File: config.mk
export PLATFORM = sky130hd
export DESIGN_NAME = rcg_ctrl_div_seq
export DESIGN_NICKNAME = d
export VERILOG_FILES = /design/src/rtl/rcg_ctrl_pkg.sv /design/src/rtl/rcg_ctrl_seq_cnt.sv /design/src/rtl/rcg_ctrl_div_seq.sv
export SDC_FILE = /design/constraint.sdc
export NUM_CORES = 1
export LEC_CHECK = 0
export ABC_CLOCK_PERIOD_IN_PS = 3750
export BUFFER_PORTS_ARGS = -buffer_cell sky130_fd_sc_hd__buf_4
export CAP_MARGIN = 20
export CORE_MARGIN = 2
export CORE_UTILIZATION = 29
export DETAILED_ROUTE_END_ITERATION = 12
export SETUP_SLACK_MARGIN = 0.15
export SLEW_MARGIN = 20
export SYNTH_ARGS = -nofsm -noshare
export SYNTH_HDL_FRONTEND = slang
export SYNTH_SLANG_ARGS = --single-unit
File: constraint.sdc
create_clock -name clk_in -period 3.75 [get_ports clk_in]
set_input_delay 0.9375 -clock clk_in [delete_from_list [all_inputs] [get_ports clk_in]]
set_output_delay 0.9375 -clock clk_in [all_outputs]
set_load 0.02 [all_outputs]
File: src/rtl/rcg_ctrl_pkg.sv
// Shared types and defaults for the RCG divider-change sequencer.
package rcg_ctrl_pkg;

    typedef enum logic [2:0] {
        StIdle   = 3'd0,
        StCheck  = 3'd1,
        StHold   = 3'd2,
        StGoHi   = 3'd3,
        StGoLo   = 3'd4,
        StSettle = 3'd5
    } state_e;

    localparam int unsigned DefHoldCyc    = 8;
    localparam int unsigned DefSettleCyc  = 16;
    localparam int unsigned DefTimeoutCyc = 256;

    // Bits needed to hold values 0..max_val inclusive.
    function automatic int unsigned cnt_width(input int unsigned max_val);
        return (max_val < 1) ? 1 : $clog2(max_val + 1);
    endfunction

endpackage

File: src/rtl/rcg_ctrl_seq_cnt.sv
// Loadable, clearable, saturating up-counter with a terminal-count flag.
module rcg_ctrl_seq_cnt #(
    parameter int unsigned W = 9
) (
    input  logic         clk_i,
    input  logic         grst_i,
    input  logic         clr_i,
    input  logic         load_i,
    input  logic [W-1:0] load_val_i,
    input  logic         en_i,
    input  logic [W-1:0] term_i,
    output logic         tc_o
);

    logic [W-1:0] cnt_d, cnt_q;

    always_comb begin
        cnt_d = cnt_q;
        if (clr_i) begin
            cnt_d = '0;
        end else if (load_i) begin
            cnt_d = load_val_i;
        end else if (en_i && (cnt_q != '1)) begin
            cnt_d = cnt_q + 1'b1;
        end
    end

    always_ff @(posedge clk_i) begin
        if (grst_i) begin
            cnt_q <= '0;
        end else begin
            cnt_q <= cnt_d;
        end
    end

    assign tc_o = (cnt_q == term_i);

endmodule

File: src/rtl/rcg_ctrl_div_seq.sv
// Divider-ratio change sequencer: gates RCCs, runs the 4-phase go/ack handshake
// with the clock-controller core, then releases the gates after a settle period.
module rcg_ctrl_div_seq
    import rcg_ctrl_pkg::*;
#(
    parameter int unsigned          DIV_WIDTH   = 16,
    parameter int unsigned          RCC_NUM     = 1,
    parameter logic [RCC_NUM-1:0]   HOLD_MASK   = {RCC_NUM{1'b1}},
    parameter logic [DIV_WIDTH-1:0] RST_RATIO   = 16'd2,
    parameter logic [DIV_WIDTH-1:0] MIN_RATIO   = 16'd1,
    parameter int unsigned          HOLD_CYC    = DefHoldCyc,
    parameter int unsigned          SETTLE_CYC  = DefSettleCyc,
    parameter int unsigned          TIMEOUT_CYC = DefTimeoutCyc
) (
    input  logic                 clk_in,
    input  logic                 grst,
    input  logic                 req_valid,
    input  logic [DIV_WIDTH-1:0] req_ratio,
    output logic                 req_ready,
    output logic [DIV_WIDTH-1:0] div_ratio,
    output logic                 divider_go,
    input  logic                 divider_go_ack,
    output logic [RCC_NUM-1:0]   rcc_hold,
    output logic                 busy,
    output logic                 done,
    output logic                 err_range,
    output logic                 err_timeout,
    output logic [DIV_WIDTH-1:0] cur_ratio
);

    localparam int unsigned MaxHs  = (HOLD_CYC > SETTLE_CYC) ? HOLD_CYC : SETTLE_CYC;
    localparam int unsigned MaxCyc = (TIMEOUT_CYC > MaxHs) ? TIMEOUT_CYC : MaxHs;
    localparam int unsigned CntW   = cnt_width(MaxCyc);

    localparam logic [CntW-1:0] HoldTerm    = CntW'(HOLD_CYC - 1);
    localparam logic [CntW-1:0] SettleTerm  = CntW'(SETTLE_CYC - 1);
    localparam logic [CntW-1:0] TimeoutTerm = CntW'(TIMEOUT_CYC - 1);

    state_e                 state_d, state_q;
    logic [DIV_WIDTH-1:0]   new_ratio_d, new_ratio_q;
    logic [DIV_WIDTH-1:0]   div_ratio_d, div_ratio_q;
    logic [DIV_WIDTH-1:0]   cur_ratio_d, cur_ratio_q;
    logic [RCC_NUM-1:0]     rcc_hold_d, rcc_hold_q;
    logic                   go_d, go_q;
    logic                   done_d, done_q;
    logic                   err_range_d, err_range_q;
    logic                   err_timeout_d, err_timeout_q;

    logic                   cnt_clr, cnt_en, cnt_tc;
    logic [CntW-1:0]        cnt_term;

    // One counter serves every timed state; it restarts on each state change.
    assign cnt_clr = (state_d != state_q);
    assign cnt_en  = (state_q == StHold) || (state_q == StGoHi) ||
                     (state_q == StGoLo) || (state_q == StSettle);

    always_comb begin
        cnt_term = TimeoutTerm;
        unique case (state_q)
            StHold:   cnt_term = HoldTerm;
            StSettle: cnt_term = SettleTerm;
            default:  cnt_term = TimeoutTerm;
        endcase
    end

    rcg_ctrl_seq_cnt #(
        .W (CntW)
    ) u_seq_cnt (
        .clk_i      (clk_in),
        .grst_i     (grst),
        .clr_i      (cnt_clr),
        .load_i     (1'b0),
        .load_val_i ({CntW{1'b0}}),
        .en_i       (cnt_en),
        .term_i     (cnt_term),
        .tc_o       (cnt_tc)
    );

    always_comb begin
        state_d       = state_q;
        new_ratio_d   = new_ratio_q;
        div_ratio_d   = div_ratio_q;
        cur_ratio_d   = cur_ratio_q;
        rcc_hold_d    = rcc_hold_q;
        go_d          = go_q;
        done_d        = 1'b0;
        err_range_d   = 1'b0;
        err_timeout_d = 1'b0;

        unique case (state_q)
            StIdle: begin
                if (req_valid) begin
                    new_ratio_d = req_ratio;
                    state_d     = StCheck;
                end
            end
            StCheck: begin
                if (new_ratio_q < MIN_RATIO) begin
                    err_range_d = 1'b1;
                    state_d     = StIdle;
                end else if (new_ratio_q == cur_ratio_q) begin
                    done_d  = 1'b1;
                    state_d = StIdle;
                end else begin
                    rcc_hold_d = HOLD_MASK;
                    state_d    = StHold;
                end
            end
            StHold: begin
                if (cnt_tc) begin
                    div_ratio_d = new_ratio_q;
                    go_d        = 1'b1;
                    state_d     = StGoHi;
                end
            end
            StGoHi: begin
                if (divider_go_ack) begin
                    go_d    = 1'b0;
                    state_d = StGoLo;
                end else if (cnt_tc) begin
                    go_d          = 1'b0;
                    div_ratio_d   = cur_ratio_q;
                    rcc_hold_d    = '0;
                    err_timeout_d = 1'b1;
                    state_d       = StIdle;
                end
            end
            StGoLo: begin
                if (!divider_go_ack) begin
                    state_d = StSettle;
                end else if (cnt_tc) begin
                    go_d          = 1'b0;
                    div_ratio_d   = cur_ratio_q;
                    rcc_hold_d    = '0;
                    err_timeout_d = 1'b1;
                    state_d       = StIdle;
                end
            end
            StSettle: begin
                if (cnt_tc) begin
                    rcc_hold_d  = '0;
                    cur_ratio_d = new_ratio_q;
                    done_d      = 1'b1;
                    state_d     = StIdle;
                end
            end
            default: begin
                state_d = StIdle;
            end
        endcase
    end

    always_ff @(posedge clk_in) begin
        if (grst) begin
            state_q       <= StIdle;
            new_ratio_q   <= RST_RATIO;
            div_ratio_q   <= RST_RATIO;
            cur_ratio_q   <= RST_RATIO;
            rcc_hold_q    <= '0;
            go_q          <= 1'b0;
            done_q        <= 1'b0;
            err_range_q   <= 1'b0;
            err_timeout_q <= 1'b0;
        end else begin
            state_q       <= state_d;
            new_ratio_q   <= new_ratio_d;
            div_ratio_q   <= div_ratio_d;
            cur_ratio_q   <= cur_ratio_d;
            rcc_hold_q    <= rcc_hold_d;
            go_q          <= go_d;
            done_q        <= done_d;
            err_range_q   <= err_range_d;
            err_timeout_q <= err_timeout_d;
        end
    end

    assign req_ready   = (state_q == StIdle);
    assign busy        = (state_q != StIdle);
    assign div_ratio   = div_ratio_q;
    assign cur_ratio   = cur_ratio_q;
    assign rcc_hold    = rcc_hold_q;
    assign divider_go  = go_q;
    assign done        = done_q;
    assign err_range   = err_range_q;
    assign err_timeout = err_timeout_q;

endmodule

## Yosys cells after proc, flatten, opt, wreduce, memory -nomap -nowiden

Cells that the tools add are included.

| word-level totals | value |
|---|---|
| register bits | 65 |
| bits of input ports | 20 |
| word-level logic and storage cells | 75 |
| output and inout port bits | 39 |

| operators by class | value |
|---|---|
| equal/unequal tests | 14 |
| multiplexer cells | 33 |
| bitwise logic cells | 1 |
| reduce and logical (&&, ||, !) cells | 15 |
| add/sub/neg operators | 1 |
| magnitude comparators | 1 |

Operators with widths:

| operator | count |
|---|---|
| 2-to-1 mux 16 bit | 4 |
| case mux 16 bit (3 select lines) | 1 |
| case mux 3 bit (6 select lines) | 1 |
| == test 16 bit | 1 |
| < comparator 16 x 1 -> 1 bit (second input constant) | 1 |
| case mux 8 bit (2 select lines) | 1 |
| 2-to-1 mux 1 bit | 15 |
| 2-to-1 mux 3 bit | 5 |
| inequality test 2 bit (second input constant) | 5 |
| adder 9 x 1 -> 9 bit (second input constant) | 1 |
| == test 9 x 8 -> 1 bit | 1 |
| inequality test 9 bit (second input constant) | 1 |
| == test 3 x 2 -> 1 bit (second input constant) | 2 |
| == test 3 bit (second input constant) | 2 |
| nonzero test 3 bit | 2 |
| AND reduction 5 bit | 1 |
| 2-to-1 mux 2 bit | 2 |
| case mux 1 bit (2 select lines) | 2 |
| case mux 1 bit (4 select lines) | 1 |
| AND reduction 2 bit | 2 |
| AND reduction 4 bit | 1 |
| nonzero test 4 bit | 1 |
| OR reduction 2 bit | 2 |
| == test 3 x 1 -> 1 bit (second input constant) | 1 |
| other kinds (7) | 9 |

## Depth between registers and ports, before layout

Gate-level depths: netlist of the first run.

| depth | value |
|---|---|
| depth in word-level cells | 8 |
| mapped depth | 8 |
| gate-level depth less buffers | 8 |

## Cells and area by module

Synthesis of the first run repeated with hierarchy kept, for this count alone.

| unflattened totals | value |
|---|---|
| cells, all modules | 384 |
| area, all modules | 3321.9 um2 |

By module, submodules not included:

| module | instances | seq. area each (um2) | cells an instance | area an instance (um2) |
|---|---|---|---|---|
| rcg_ctrl_div_seq | 1 | 1121.1 | 311 | 2701.3 |
| rcg_ctrl_seq_cnt | 1 | 180.2 | 73 | 620.6 |

## Worst setup path after synthesis of the first run

OpenSTA, ideal clock, no wires.

| timing | value |
|---|---|
| kind | input -> register |
| start point | in divider_go_ack |
| end point | reg div_ratio_q[0], in the netlist div_ratio[0] |
| data arrival time | 2.342 ns |
| buffers on the path | 2 |
| slack | 1.322 ns |
| data required time | 3.664 ns |
| stages on the path | 7 |
| library setup time | 0.086 ns |
| path through | buf_2 > or4bb_1 > o211ai_1 > o2111a_1 > buf_4 > nor2_1 > a211oi_1 |

| on the way | value |
|---|---|
| cells in the longest elaborated chain, start to end | 2 |
| elaborated cells on any way between the ends | 3 |
| classes of those cells | 2 x eq/ne; 1 x reduce/logical |

RTL lines:

| item | line | RTL |
|---|---|---|
| from (decl) | rcg_ctrl_div_seq.sv:22 | `input logic divider_go_ack,` |
| inequality test 2 bit (no source line) | -- |  |
| AND reduction 4 bit (no source line) (*) | -- |  |
| to (signal assigned) | rcg_ctrl_div_seq.sv:167 | `div_ratio_q <= div_ratio_d;` |
| to (decl) | rcg_ctrl_div_seq.sv:41 | `logic [DIV_WIDTH-1:0] div_ratio_d, div_ratio_q;` |

Every way passes the cells marked *; elsewhere a longest branch is shown, timed or not.
A chain may end at the register's enable or synchronous reset.

## Worst setup path after layout of the first run

| timing | value |
|---|---|
| start point | reg state_q[0] |
| end point | out busy |

| on the way | value |
|---|---|
| cells in the longest elaborated chain, start to end | 1 |

RTL lines:

| item | line | RTL |
|---|---|---|
| from (decl) | rcg_ctrl_div_seq.sv:39 | `state_e state_d, state_q;` |
| from (signal assigned) | rcg_ctrl_div_seq.sv:155 | `state_q <= StIdle;` |
| from (signal assigned) | rcg_ctrl_div_seq.sv:165 | `state_q <= state_d;` |
| nonzero test 3 bit | rcg_ctrl_div_seq.sv:178 | `assign busy = (state_q != StIdle);` |
| to (decl) | rcg_ctrl_div_seq.sv:24 | `output logic busy,` |

No other way between the ends.

==> flow_metrics.env, run 1 <==
export IMPL_post_cts_hold_buffer_count=0
export IMPL_clock_tree_htree_level_count=3
export IMPL_synth_avg_cell_area_um2=8.465
export IMPL_tritoncts="built"
export IMPL_cp_slowest_cell="nor3_1"
export IMPL_crit_fanout=17
export IMPL_endpoint_kind="output pin"
export IMPL_layout_cells_non_filler=555
export IMPL_fin_crit_ns=2.549
export IMPL_ys_warnings_count=0
export IMPL_cts_buffers_inserted=9
export IMPL_dpl_worst_slack_ns=1.106
export IMPL_criticalPathCategory="reg2out"
export IMPL_p_sw_mw=0.4280
export IMPL_clock_insertion_delay_worst_skew_ns=0.35
export IMPL_initial_core_util_pct=29.96
export IMPL_synth_nets=389
export IMPL_max_slew_margin_rel_pct=56.77
export IMPL_path_clk_slew_ns=0.08
export IMPL_layout_skew_ns=0.01236
export IMPL_clkSinkCount=65
export IMPL_place_gp_congestion=0.7914
export IMPL_min_delay_start="cur_ratio[6]$_SDFFE_PP0P_"
export IMPL_nets=436
export IMPL_timing_max_transition_violations_final=0
export IMPL_wirelength_mm=7.882
export IMPL_first_pass_grt_wire_length_mm=12.89
export IMPL_critical_path_required_time_ns=2.81
export IMPL_hpwlAfterDp_mm=5.727
export IMPL_vias_per_cell=4.845
export IMPL_holdWs_ns=0.4955
export IMPL_clock_root_buffer="clkbuf_8"
export IMPL_synthesis_stage_register_bit_count=65
export IMPL_p_comb_share_pct=11.2
export IMPL_number_of_antenna_violations_at_the_first_check_in_global_routing=0
export IMPL_hp_class="reg2reg"
export IMPL_num_antenna_cells=0
export IMPL_design_die_area_um2=11560
export IMPL_drc=0
export IMPL_cts_buffer_depth=2
export IMPL_drt_pre_antenna_iters=4
export IMPL_maximum_number_of_pins_on_one_net_before_global_route_repair=59
export IMPL_worst_slew_pin_transition_ns=0.6485
export IMPL_final_power_mw=1.524
export IMPL_detailed_place_area_um2=3613
export IMPL_swShare_pct=28.07
export IMPL_post_synth_edffs=0
export IMPL_gr_usage_all_layers_pct=14.31
export IMPL_top_layer="met4"
export IMPL_internal_power_mw=1.097
export IMPL_finish_utilization_pct=36.80
export IMPL_cp_buffers_inverters=2
export IMPL_core_region_area_um2=10370
export IMPL_synth_cell_types=49
export IMPL_avgRoutedWirePerCell_um=14.20
export IMPL_die_outline_width_um=107.5
export IMPL_die_height_um=107.5
export IMPL_share_of_cells_above_drive_strength_1_pct=20.76
export IMPL_numPortBuffers=58
export IMPL_total_leakage_power_nw=1.614
export IMPL_grt_pass1_vias=2592
export IMPL_rsz_0062_raised_after_global_routing="false"
export IMPL_vias=2689
export IMPL_fin_crit_sh_pct=67.98
export IMPL_async_flop_share_pct=0
export IMPL_power_sequential_fraction_pct=48.8
export IMPL_finalHoldViolCount=0
export IMPL_cts_setup_buffers=0
export IMPL_globalRoute_totalOverflow=0
export IMPL_r2r_start="state_q[2]$_SDFF_PP0_"
export IMPL_filler_cell_count=1104
export IMPL_timing_fmax_mhz=392.3
export IMPL_finalSetupViolCount=0
export IMPL_critical_path_max_stage_delay_ns=0.52
export IMPL_post_cts_resized=0
export IMPL_max_cap_violations=0
export IMPL_route_met3_wl_um=343
export IMPL_yosys_most_used_dff="dfxtp_1"
export IMPL_routedLengthMet1_mm=4.017
export IMPL_setup_worst_path_start_class="flip-flop"
export IMPL_cell_rows=37
export IMPL_area_sequential_um2=1301
export IMPL_antenna_violating_nets_left=0
export IMPL_synth_cells=367
export IMPL_timing_final_ws_setup_ns=1.201
export IMPL_area_of_the_multi_input_gates_um2=1677
export IMPL_peakVddDrop_v=0.0002222
export IMPL_dr_wl_met2_mm=3.388
export IMPL_synth_sequential_area_ratio_pct=41.88
export IMPL_power_per_cell_area_nw_per_um2=399.5
export IMPL_result_of_the_run="complete, no violations"
export IMPL_cells_along_the_critical_path="nor3_1 > inv_1 > buf_4"
export IMPL_timing_critical_path_arrival_ns=1.61
export IMPL_dp_cells=539
export IMPL_timing_critical_path_max_delay_family="simple AND/OR/NAND/NOR gates"
export IMPL_area_growth_pct=22.84
export IMPL_clock_network_fraction_of_total_power_pct=40.0
export IMPL_pin_count=59
export IMPL_setup_tns_ns=0
export IMPL_initialDrtViolationCount=125
export IMPL_critical_path_launch_point="state_q[0]$_SDFF_PP0_"
export IMPL_syn_area_um2=3107
export IMPL_fin_area_um2=3816
## path summary, 6_finish.rpt
kind,end,cells past startpoint,slack [ns]
hold reg to reg,cur_ratio[6]$_SDFFE_PP0P_,2,0.50
setup reg to reg,div_ratio[13]$_SDFFE_PP0P_,5,1.38
setup / recovery,busy,3,1.20
hold / removal,cur_ratio[6]$_SDFFE_PP0P_,2,0.50
## worst register-to-register path: stages, from the launching register on
cell	delay, ns
dfxtp_1	0.66
nand3b_1	0.28
o21a_1	0.59
buf_4	0.30
mux2i_1	0.30
a211oi_1	0.11
## Yosys cell counts, types with 2 or more instances
library cell | number | area (µm²)
and3b_1 | 2 | 17.52
buf_2 | 9 | 45.04
o21a_1 | 2 | 15.01
nand3b_1 | 5 | 37.54
nand2b_1 | 4 | 25.02
mux2i_1 | 19 | 190.2
buf_4 | 3 | 22.52
dfxtp_1 | 65 | 1301
inv_1 | 4 | 15.01
ha_1 | 2 | 25.02
and3_1 | 3 | 18.77
o21bai_1 | 3 | 22.52
a21oi_1 | 33 | 165.2
o21ai_0 | 6 | 30.03
clkbuf_1 | 11 | 41.29
nor4_1 | 8 | 50.05
xor2_1 | 22 | 192.7
nand2_1 | 71 | 266.5
nand4_1 | 7 | 43.79
nor3b_1 | 2 | 15.01
nor2_1 | 31 | 116.4
a21oi_2 | 2 | 17.52
nor3_1 | 8 | 40.04
or4_1 | 2 | 15.01
and2_1 | 3 | 18.77
a211oi_1 | 17 | 127.6
## registers in the layout, summed over array words and instances, names as in the netlist
signal	count
cur_ratio	16
err_range	1
u_seq_cnt.cnt_q	9
state_q	3
rcc_hold	1
done	1
divider_go	1
div_ratio	16
err_timeout	1
new_ratio_q	16
## cell type report
cell class                 instances  share of cell area, %
multi-input combinational        274                  43.93
timing repair buffer              60                  11.80
inverter                           4                 0.3934
clock inverter                     7                  2.066
tap                              136                  4.459
clock buffer                       9                  3.246
sequential                        65                  34.10
## power by group through the flow
stage / registers, mW / clock network (mW) / logic [mW]
final: 0.744 / 0.611 / 0.170
after global routing: 0.748 / 0.656 / 0.193
after CTS: 0.742 / 0.624 / 0.173
after detailed placement: 0.759 / 0 / 0.172
after global placement: 0.757 / 0 / 0.171
after floorplan: 0.744 / 0 / 0.129
## layout by cell type (no fill, tap or decap), types with 2 or more instances in the layout
cell	count
a211oi_1	17
a21oi_1	33
a21oi_2	2
and2_1	3
and3_1	3
and3b_1	2
buf_4	60
clkbuf_8	9
clkinv_4	3
dfxtp_1	65
ha_1	2
inv_1	4
inv_6	2
mux2i_1	19
nand2_1	71
nand2b_1	4
nand3b_1	5
nand4_1	7
nor2_1	31
nor3_1	8
nor3b_1	2
nor4_1	8
o21a_1	2
o21ai_0	6
o21bai_1	3
or4_1	2
xor2_1	22
## routing by layer
metal	track usage, %	vias up
li1	-	1370
met1	20.94	1244
met2	19.90	63
met3	3.390	12
met4	5.861	0
met5	0	-
## cell families (layout without fill, tap and decap cells)
family          count (synthesis)  in the layout  share of synthesized area, %
simple gates                  158            158                         24.77
compound gates                 70             70                         14.90
flops                          65             65                         41.88
buf+inv                        28             80                         4.148
xor+xnor                       24             24                         7.008
mux                            20             20                         6.484
fa+ha+maj                       2              2                        0.8053
Note: power is estimated with default switching activity, not from simulation.
==> run 2: changes to the inputs <==
- ABC_CLOCK_PERIOD_IN_PS: 3750 -> 2200
- clock period: 3.75 -> 2.2 ns (I/O delays scaled with it)
==> run 2 against run 1 <==
Sequential cell count is the same; via count grew 5.5%; sequential power grew 68%; largest power group unchanged; final area grew 8.9%; critical path depth grew 2; highest routed layer unchanged; hold slack lost 0.078 ns; combinational power grew 130%; core utilization grew 3.3 points; non-clock buffer count grew 28; count of clock-buffer cells in the layout grew 1; clock skew is essentially flat; global-route usage grew 0.40 points.
==> flow_metrics.env, run 2 (same netlist as run 1, synthesis figures left out) <==
export IMPL_vias=2837
export IMPL_drt_pre_antenna_iters=4
export IMPL_layout_skew_ns=0.01227
export IMPL_pin_count=59
export IMPL_p_comb_share_pct=14.4
export IMPL_share_of_cells_above_drive_strength_1_pct=28.41
export IMPL_design_die_area_um2=11560
export IMPL_dp_cells=557
export IMPL_p_sw_mw=0.7304
export IMPL_die_outline_width_um=107.5
export IMPL_globalRoute_totalOverflow=0
export IMPL_finish_utilization_pct=40.08
export IMPL_number_of_antenna_violations_at_the_first_check_in_global_routing=0
export IMPL_die_height_um=107.5
export IMPL_timing_max_transition_violations_final=0
export IMPL_hpwlAfterDp_mm=6.137
export IMPL_initialDrtViolationCount=176
export IMPL_finalHoldViolCount=0
export IMPL_drc=0
export IMPL_timing_fmax_mhz=501.5
export IMPL_wirelength_mm=8.562
export IMPL_finalSetupViolCount=0
export IMPL_clock_tree_htree_level_count=3
export IMPL_place_gp_congestion=0.8329
export IMPL_rsz_0062_raised_after_global_routing="true"
export IMPL_avgRoutedWirePerCell_um=14.69
export IMPL_worst_slew_pin_transition_ns=0.5459
export IMPL_internal_power_mw=1.944
export IMPL_cts_buffers_inserted=9
export IMPL_max_slew_margin_rel_pct=63.61
export IMPL_gr_usage_all_layers_pct=14.71
export IMPL_clock_root_buffer="clkbuf_8"
export IMPL_timing_critical_path_max_delay_family="simple AND/OR/NAND/NOR gates"
export IMPL_commonest_non_fill_non_tap_cell_in_the_layout="buf_4"
export IMPL_antenna_violating_nets_left=0
export IMPL_clkSinkCount=65
export IMPL_cp_buffers_inverters=0
export IMPL_cells_along_the_critical_path="or4_4 > or4_1 > and3_4 > o221ai_4 > nor2_1"
export IMPL_max_cap_violations=0
export IMPL_clock_insertion_delay_worst_skew_ns=0.35
export IMPL_power_sequential_fraction_pct=46.8
export IMPL_criticalPathCategory="reg2reg"
export IMPL_cts_buffer_depth=2
export IMPL_cell_rows=37
export IMPL_numPortBuffers=58
export IMPL_result_of_the_run="complete, no violations"
export IMPL_grt_pass1_vias=2530
export IMPL_initial_core_util_pct=29.96
export IMPL_maximum_number_of_pins_on_one_net_before_global_route_repair=43
export IMPL_critical_path_required_time_ns=2.42
export IMPL_nets=464
export IMPL_setup_tns_ns=0
export IMPL_first_pass_grt_wire_length_mm=13.17
export IMPL_final_cell_mix="buf_4 (83), nand2_1 (71), dfxtp_1 (62)"
export IMPL_critical_path_max_stage_delay_ns=0.59
export IMPL_vias_per_cell=4.866
export IMPL_filler_cell_count=1030
export IMPL_endpoint_kind="flip-flop"
export IMPL_fin_crit_ns=1.994
export IMPL_area_growth_pct=33.79
export IMPL_total_leakage_power_nw=1.771
export IMPL_crit_fanout=9
export IMPL_timing_critical_path_arrival_ns=2.21
export IMPL_core_region_area_um2=10370
export IMPL_tritoncts="built"
export IMPL_peakVddDrop_v=0.0002439
export IMPL_num_antenna_cells=0
export IMPL_hp_class="in2reg"
export IMPL_layout_cells_non_filler=583
export IMPL_swShare_pct=27.31
export IMPL_setup_worst_path_start_class="flip-flop"
export IMPL_power_per_cell_area_nw_per_um2=643.5
export IMPL_path_clk_slew_ns=0.08
export IMPL_fin_crit_sh_pct=90.64
export IMPL_clock_network_fraction_of_total_power_pct=38.8
export IMPL_cp_slowest_cell="or4_4"
## run 2: worst register-to-register path: stages (launching register included)
cell and delay [ns]:
dfxtp_1 0.34, or4_4 0.59, or4_1 0.53, and3_4 0.21, o221ai_4 0.11, nor2_1 0.09
## run 2: final cells by class
class	instances	area, µm²	share of cell area, %
tap	136	170.2	4.094
clock buffer	10	137.6	3.311
timing repair buffer	88	733.2	17.64
clock inverter	6	67.56	1.626
sequential	65	1308	31.46
multi-input combinational	274	1725	41.51
inverter	4	15.01	0.3612
## run 2: power by group through the flow
stage               clock [mW]  sequential (mW)  combinational [mW]
global route              1.13             1.26               0.420
CTS                       1.07             1.25               0.346
detailed placement           0             1.27               0.339
finish                    1.04             1.25               0.385
floorplan                    0             1.27               0.219
global placement             0             1.27               0.337
## run 2: routing by layer
layer	global-route usage (%)	vias to the layer above	share of wire [%]
met5	0	-	0
met4	5.586	0	1.2
met3	3.511	7	4.7
met2	20.75	86	44
met1	21.44	1315	50
li1	-	1429	-
## run 2: final timing paths
| path | cells after the start | slack [ns] | end | startpoint |
|---|---|---|---|---|
| setup reg to reg | 5 | 0.21 | u_seq_cnt.cnt_q[4]$_SDFFE_PP0P_ | u_seq_cnt.cnt_q[4]$_SDFFE_PP0P_ |
| hold reg to reg | 2 | 0.50 | div_ratio[10]$_SDFFE_PP0P_ | div_ratio[10]$_SDFFE_PP0P_ |
| hold / removal | 3 | 0.42 | new_ratio_q[1]$_SDFFE_PP1P_ | req_ratio[1] |
| setup / recovery | 5 | 0.21 | u_seq_cnt.cnt_q[4]$_SDFFE_PP0P_ | u_seq_cnt.cnt_q[4]$_SDFFE_PP0P_ |
## run 2: metrics by stage
step                hold slack, ns  setup WS (ns)  total power, mW  cell area, µm²
finish                      0.4178         0.2060            2.675            4156
CTS                         0.4056         0.1669            2.661            3983
global placement            0.4860         0.1131            1.610            3761
global route                0.4233        0.08758            2.802            4156
detailed placement          0.4837         0.1019            1.613            3761
floorplan                   0.4845         0.1598            1.488            3107
## run 2: repair_timing
action,4_1_cts,5_1_grt
hold endpoints to repair,0,0
cloned,0,3
pin swaps,0,3
setup buffers,0,7
hold buffers,0,0
resized for setup,4,13
setup endpoints to repair,4,26
